`config.mk`:
```
export PLATFORM = sky130hd
export DESIGN_NAME = uart_tx_frame
export DESIGN_NICKNAME = d
export VERILOG_FILES = /design/src/rtl/uart_tx_frame.sv
export SDC_FILE = /design/constraint.sdc
export NUM_CORES = 1
export LEC_CHECK = 0
export ABC_AREA = 0
export CORE_ASPECT_RATIO = 1.25
export CORE_MARGIN = 2
export CORE_UTILIZATION = 50
export CTS_BUF_LIST = sky130_fd_sc_hd__clkbuf_8
export DETAILED_ROUTE_END_ITERATION = 6
export GPL_TIMING_DRIVEN = 0
export PLACE_DENSITY_LB_ADDON = 0.1
export SYNTH_ARGS = -nofsm -noshare
export SYNTH_HDL_FRONTEND = slang
export SYNTH_SLANG_ARGS = --single-unit
```
`constraint.sdc`:
```
create_clock -name clk -period 4.7 [get_ports clk]
set_input_delay 0.94 -clock clk [delete_from_list [all_inputs] [get_ports clk]]
set_output_delay 0.94 -clock clk [all_outputs]
set_load 0.01 [all_outputs]
```
`src/rtl/uart_tx_frame.sv`:
```
// uart_tx_frame
//   Parametrised UART transmit engine. Each valid/ready handshake accepts one
//   word. The word goes out as: start bit (0), DATA_BITS data bits LSB first,
//   an optional parity bit, then STOP_BITS stop bits (1). An internal baud
//   divider holds every bit for CLKS_PER_BIT clocks. The line idles high.
//
// Ports
//   clk       in   rising-edge clock
//   rst       in   synchronous active-high reset
//   tx_data   in   word to send, sampled only on handshake
//   tx_valid  in   producer has a word
//   tx_ready  out  engine can accept a word (registered, state == IDLE)
//   uart_tx   out  serial line (registered, idle 1)
//   tx_busy   out  frame on the line (registered, !tx_ready)
//   tx_done   out  one-cycle pulse in the first IDLE cycle after a frame
//
// States
//   state    | meaning
//   S_IDLE   | line high, waiting for tx_valid
//   S_START  | start bit (0) on the line
//   S_DATA   | data bits, LSB of shift register on the line
//   S_PARITY | parity bit on the line
//   S_STOP   | stop bit(s) (1); bit_cnt counts the stop bits
module uart_tx_frame #(
    parameter int DATA_BITS    = 8,
    parameter int CLKS_PER_BIT = 16,
    parameter int PARITY       = 0,
    parameter int STOP_BITS    = 1
) (
    input  logic                 clk,
    input  logic                 rst,
    input  logic [DATA_BITS-1:0] tx_data,
    input  logic                 tx_valid,
    output logic                 tx_ready,
    output logic                 uart_tx,
    output logic                 tx_busy,
    output logic                 tx_done
);

    localparam int BAUD_W = (CLKS_PER_BIT > 1) ? $clog2(CLKS_PER_BIT) : 1;
    localparam int BIT_W  = $clog2(DATA_BITS);
    localparam logic [BAUD_W-1:0] BAUD_LAST = BAUD_W'(CLKS_PER_BIT - 1);
    localparam logic [BIT_W-1:0]  DATA_LAST = BIT_W'(DATA_BITS - 1);
    localparam logic [BIT_W-1:0]  STOP_LAST = BIT_W'(STOP_BITS - 1);

    if (DATA_BITS < 5 || DATA_BITS > 9) begin : g_bad_data_bits
        $error("uart_tx_frame: DATA_BITS must be in 5..9");
    end
    if (CLKS_PER_BIT < 1) begin : g_bad_clks_per_bit
        $error("uart_tx_frame: CLKS_PER_BIT must be >= 1");
    end
    if (PARITY < 0 || PARITY > 2) begin : g_bad_parity
        $error("uart_tx_frame: PARITY must be 0, 1 or 2");
    end
    if (STOP_BITS < 1 || STOP_BITS > 2) begin : g_bad_stop_bits
        $error("uart_tx_frame: STOP_BITS must be 1 or 2");
    end

    typedef enum logic [2:0] {
        S_IDLE,
        S_START,
        S_DATA,
        S_PARITY,
        S_STOP
    } state_t;

    state_t                state, state_next;
    logic [BAUD_W-1:0]     baud_cnt, baud_next;
    logic [BIT_W-1:0]      bit_cnt, bit_next;
    logic [DATA_BITS-1:0]  shift_reg, shift_next;
    logic                  par_bit, par_next;
    logic                  line_next;
    logic                  done_next;
    logic                  baud_tc;

    // With CLKS_PER_BIT == 1 the counter stays at 0 and this is always true.
    assign baud_tc = (baud_cnt == BAUD_LAST);

    always_ff @(posedge clk) begin
        if (rst) begin
            state     <= S_IDLE;
            baud_cnt  <= '0;
            bit_cnt   <= '0;
            shift_reg <= '0;
            par_bit   <= 1'b0;
            uart_tx   <= 1'b1;
            tx_ready  <= 1'b1;
            tx_busy   <= 1'b0;
            tx_done   <= 1'b0;
        end else begin
            state     <= state_next;
            baud_cnt  <= baud_next;
            bit_cnt   <= bit_next;
            shift_reg <= shift_next;
            par_bit   <= par_next;
            uart_tx   <= line_next;
            tx_ready  <= (state_next == S_IDLE);
            tx_busy   <= (state_next != S_IDLE);
            tx_done   <= done_next;
        end
    end

    always_comb begin
        state_next = state;
        baud_next  = baud_cnt;
        bit_next   = bit_cnt;
        shift_next = shift_reg;
        par_next   = par_bit;
        done_next  = 1'b0;

        // The baud counter only runs while a frame is on the line and is
        // cleared on every terminal count, so it never wraps on its own.
        if (state != S_IDLE) begin
            baud_next = baud_tc ? '0 : baud_cnt + BAUD_W'(1);
        end

        case (state)
            S_IDLE: begin
                if (tx_valid) begin
                    shift_next = tx_data;
                    par_next   = (^tx_data) ^ (PARITY == 2);
                    baud_next  = '0;
                    bit_next   = '0;
                    state_next = S_START;
                end
            end
            S_START: begin
                if (baud_tc) begin
                    state_next = S_DATA;
                end
            end
            S_DATA: begin
                if (baud_tc) begin
                    shift_next = {1'b0, shift_reg[DATA_BITS-1:1]};
                    if (bit_cnt == DATA_LAST) begin
                        bit_next   = '0;
                        state_next = (PARITY != 0) ? S_PARITY : S_STOP;
                    end else begin
                        bit_next = bit_cnt + BIT_W'(1);
                    end
                end
            end
            S_PARITY: begin
                if (baud_tc) begin
                    bit_next   = '0;
                    state_next = S_STOP;
                end
            end
            S_STOP: begin
                if (baud_tc) begin
                    if (bit_cnt == STOP_LAST) begin
                        bit_next   = '0;
                        done_next  = 1'b1;
                        state_next = S_IDLE;
                    end else begin
                        bit_next = bit_cnt + BIT_W'(1);
                    end
                end
            end
            default: begin
                state_next = S_IDLE;
            end
        endcase
    end

    // Line value is derived from the upcoming state so uart_tx is a plain
    // register with no combinational path to the pad.
    always_comb begin
        line_next = 1'b1;
        case (state_next)
            S_START:  line_next = 1'b0;
            S_DATA:   line_next = shift_next[0];
            S_PARITY: line_next = par_next;
            default:  line_next = 1'b1;
        endcase
    end

endmodule
```
After elaboration in Yosys (flattened, before gate mapping):

Cells that the tools add are included.
W data, S select, Z words.

* register bits after elaboration: 23
* input bits: 11
* output and inout bits: 4
* word-level logic and storage cells: 64

* add/subtract/negate cells: 2
* equality and inequality tests: 13
* mux-type cells: 26
* bitwise operators: 2
* reductions and logical operators: 11

Operators by type and width (count)
* $mux W3: 13
* $mux W4: 4
* $mux W8: 2
* $pmux W8 S2: 1
* $pmux W3 S5: 1
* $eq A3 B2 Y1 const B: 4
* $pmux W3 S4: 1
* $logic_not A3 Y1: 3
* $ne A2 B2 Y1 const B: 4
* $reduce_xor A8 Y1: 1
* $eq A3 B1 Y1 const B: 2
* $eq A3 B3 Y1 const B: 2
* $reduce_bool A3 Y1: 2
* $reduce_and A5 Y1: 1
* $add A4 B1 Y4 const B: 1
* $eq A4 B4 Y1 const B: 1
* $reduce_bool A4 Y1: 1
* $add A3 B1 Y3 const B: 1
* $mux W1: 3
* $pmux W1 S3: 1
* $reduce_and A3 Y1: 1
* $reduce_or A3 Y1: 1
* $not A1 Y1: 2
* $reduce_bool A2 Y1: 1

Longest topological paths before layout:

Gate-level depths: netlist of run 1.

* word-level depth: 6
* gate-level depth with buffers: 6
* depth with buffers taken out: 6

Worst setup path before layout of run 1:

OpenSTA, ideal clock, no wires.

* path kind: input to register
* from: input port tx_valid
* to: register uart_tx
* library setup time: 0.120 ns
* arrival time: 1.884 ns
* required time: 4.580 ns
* setup slack: 2.697 ns
* cell stages on the path: 4
* buffers on the path: 0
* cells stage by stage: nor4b_4 -> a21oi_2 -> a211o_1 -> a211o_1

* cells in the longest elaborated chain, start to end: 4
* elaborated cells between the ends (all ways): 10
* those cells by class: eq/ne (3); mux (7)

RTL lines
* from (decl): RTL line 33 `input logic tx_valid,`
* $mux W3: RTL line 119 `if (tx_valid) begin`
* $pmux W3 S5: RTL line 117 `case (state)`
* $eq A3 B2 Y1 / $eq A3 B1 Y1 (equally long branches): RTL line 170 `case (state_next)`
* $pmux W1 S3 (*): RTL line 170
* to (signal assigned): RTL line 96 `uart_tx <= line_next;`
* to (decl): RTL line 35 `output logic uart_tx,`

Every way passes the cells marked *; elsewhere a longest branch is shown, timed or not. The select of a mux whose other input is x is not followed.
A chain may end at the register's enable or synchronous reset.

Final worst setup path of run 1:

Same ends and word-level chain as after synthesis.

==> results of run 1 <==
## power by group through the flow
stage	clock network, W	registers [W]	logic [W]
after floorplan	0	0.000214	0.0000374
after global placement	0	0.000213	0.0000605
after detailed placement	0	0.000213	0.0000611
after global routing	0.000132	0.000210	0.0000685
after CTS	0.000125	0.000209	0.0000615
final	0.000121	0.000209	0.0000611
## layout make-up
type	instances	area share, %
multi-input cells	103	48.0
flip-flops and latches	23	32.5
repair buffers	14	9.88
plain buffers	7	3.00
clock buffers	3	2.91
well taps	31	2.73
inverters	3	0.794
clock inverters	1	0.265
## cells in the final DEF (no fill, tap or decap), types with 2 or more instances in the layout
cell / count
o211ai_1: 2
clkbuf_8: 3
or3b_1: 2
nand2_1: 11
ha_1: 4
a31oi_1: 2
nor3_1: 4
o21ai_0: 5
clkbuf_1: 3
a211o_1: 2
xnor2_1: 8
nor2b_1: 3
or3_1: 2
a22oi_1: 7
a21oi_1: 17
nor3b_1: 2
nand3b_1: 2
dfxtp_1: 23
nand3_1: 5
and3_1: 2
clkdlybuf4s50_1: 14
inv_1: 4
nor2_1: 9
buf_4: 2
## how the worst max path moves through the flow
stage	endpoint	slack, ns	startpoint
after floorplan	uart_tx$_SDFF_PP1_	2.70	tx_valid
after global placement	uart_tx$_SDFF_PP1_	2.01	tx_valid
after detailed placement	uart_tx$_SDFF_PP1_	2.02	tx_valid
after CTS	uart_tx$_SDFF_PP1_	2.29	tx_valid
after global routing	uart_tx$_SDFF_PP1_	2.24	tx_valid
final	uart_tx$_SDFF_PP1_	2.29	tx_valid
## synth_stat cells (3+ instances only)
library cell	number	area, sq um
dfxtp_1	23	460
nand2_1	11	41.3
inv_1	3	11.3
clkbuf_1	3	11.3
a22oi_1	7	52.6
xnor2_1	8	70.1
nand3_1	5	25.0
ha_1	4	50.1
a21oi_1	17	85.1
nor2_1	9	33.8
nor3_1	4	20.0
o21ai_0	5	25.0
nor2b_1	3	18.8
## routing by layer
layer	vias to the layer above	wire [um]
met2	13	1230
li1	530	-
met5	-	0
met1	477	1070
met3	5	48
met4	0	48
## worst register-to-register path: cells and delay by family, from the launching register on
kind | cells | cell delay (ns)
fa+ha+maj | 1 | 0.25
buf+inv | 1 | 0.20
compound gates | 3 | 0.74
simple gates | 1 | 0.17
flops | 1 | 0.37
## kinds of logic after synthesis
group                    Yosys count
XOR/XNOR                           8
buffers and inverters             10
flip-flops                        23
adder cells (fa/ha/maj)            4
AND/OR/NAND/NOR                   48
AO/OA/AOI/OAI                     43
## stage by stage
step | cell area, sq um | total power, W | hold WS, ns
after detailed placement | 1370 | 0.000275 | 0.453
after floorplan | 1190 | 0.000251 | 0.437
after CTS | 1420 | 0.000396 | 0.465
after global placement | 1370 | 0.000274 | 0.445
after global routing | 1420 | 0.000410 | 0.489
final | 1420 | 0.000391 | 0.464
==> impl_metrics.tcl, run 1 <==
set metrics [dict create \
    antenna_found_initial 0 \
    cts_buffers 3 \
    cp_top_family "compound AO/OA/AOI/OAI gates" \
    pwr-share-comb_pct 15.6 \
    fp.dieH_um 58.7 \
    grt_pass1_vias 1059 \
    io_buffer_count 14 \
    final_util_pct 63.5 \
    grt-ovfl-total 0 \
    drt_iter0_drc 19 \
    setup_violations 0 \
    rsz0062_at_grt "no" \
    tns_ns 0 \
    worstHoldEndpoint "shift_reg[4]$_SDFFE_PP0P_" \
    maxSlewViolCount 0 \
    cts.htree.levels 1 \
    post_cts_buffers 0 \
    dieArea_sq_um 2800 \
    pwr-share-seq_pct 53.4 \
    cts_max_path_buffers 2 \
    cp_max_fo 8 \
    cts_tree "yes" \
    nets 170 \
    hold_viol_final 0 \
    yosys.area_share.adder_pct 4.19 \
    worst_pin_slew_ns 0.506 \
    min_period_ns 2.41 \
    min_period_over_period_pct 51.3 \
    p_sw_w 0.0000972 \
    fmax_ghz 0.415 \
    dp_hpwl_mm 1.83 \
    yosys.area_share.simple_pct 23.7 \
    cp_slowest_stage_delay_ns 0.54 \
    rrSetupSlack_ns 2.85 \
    worstReg2RegStart "baud_cnt[0]$_SDFF_PP0_" \
    dp_cells 181 \
    synth.avg_cell_area_sq_um 8.79 \
    slew_headroom_pct 66.3 \
    wirelength_mm 2.40 \
    dp_slack_ns 2.02 \
    synth_cells 136 \
    synthArstFlopShare_pct 0 \
    gp_congestion 0.836 \
    p_clk_share_pct 30.9 \
    cp_slowest_cell "clkdlybuf4s50_1" \
    critical_path_class "in -> reg" \
    cts_hold_buf 0 \
    skew_ns 0.00374 \
    cts_num_sinks 23 \
    path_buf_inv 1 \
    drv_cap 0 \
    holdCritPathClass "reg -> reg" \
    die-width_um 47.7 \
    clkLatencyLatePin_ns 0.27 \
    holdCritStartpoint "shift_reg[4]$_SDFFE_PP0P_" \
    swShare_pct 24.9 \
    setup_ws_ns 2.29 \
    yosys_warnings 0 \
    use_met2_pct 35.4 \
    cts.clk_slew.worst_paths_ns 0.08 \
    insertedDiodeCount 0 \
    power.density_nw_per_um2 276 \
    postRouteAntennaNets 0 \
    multi_input_area_sq_um 681 \
    seq_area_sq_um 460 \
    status "finished, final reports clean" \
    first_pass_iters 4 \
    intPower_w 0.000294 \
    wl_per_cell_um 13.0 \
    synth_compound_area_share_pct 23.2 \
    critPathLaunchType "input port" \
    busiest_layer "met2" \
    instances_no_fill 185 \
    largest_reg_flops 8 \
    reg2reg_to "uart_tx$_SDFF_PP1_" \
    rows 19 \
    globalRouteMet1Util_pct 25.9 \
    start_util_pct 53.5 \
    ys.flop_type "dfxtp_1" \
    synth_top_family_by_area "simple AND/OR/NAND/NOR gates" \
    end_kind "flip-flop" \
    grt_use_met3_pct 3.99 \
    min_path_cells 2 \
    path_cells "clkdlybuf4s50_1 -> nor4b_4 -> a21oi_2 -> a211o_1 -> a211o_1" \
    root_buffer "clkbuf_8" \
    fillCellCount 215 \
    io_pins 15 \
    syn_nets 151 \
    ys_types 38 \
    syn_area_sq_um 1190 \
    synth-xor-area-share_pct 5.86 \
    ys_seq_elements 23 \
    drc 0 \
    via_per_inst 5.54 \
    p_leak_nw 0.501 \
    area_growth_syn_to_layout_pct 18.7 \
    cp_data_arrival_time_ns 2.57 \
    vias 1025 \
    crit_top_cell "a211o_1" \
    synth-edff-count 0 \
    ys_seq_area_share_pct 38.5 \
    synth_mux_area_share_pct 0 \
    required_ns 4.86 \
    reg2regPathDepth 6 \
    core_sq_um 2230 \
    peakVddDrop_v 0.000201 \
    grt_usage_pct 21.5 \
    drive_above_1_share_pct 9.09 \
    cp.depth 5 \
    cts-resized-gates 0 \
    grt_max_degree 13 \
    grt_pass1_wl_mm 4.37 \
]
(Power assumes the default switching activity.)
==> inputs of run 2 (changes only) <==
==> constraint.sdc (replaced) <==
create_clock -name clk -period 2.21 [get_ports clk]
set_input_delay 0.442 -clock clk [delete_from_list [all_inputs] [get_ports clk]]
set_output_delay 0.442 -clock clk [all_outputs]
set_load 0.01 [all_outputs]
==> results of run 2 <==
Same layout as run 1 (identical final DEF). Status: finished, final reports clean.
Main changes from that run: setup slack after placement 2.02 ns -> 0.0249 ns; setup slack after layout 2.29 ns -> 0.296 ns; register-to-register setup slack 2.85 ns -> 0.36 ns; total power 0.000391 W -> 0.000831 W; worst IR drop on VDD 0.000201 V -> 0.000428 V
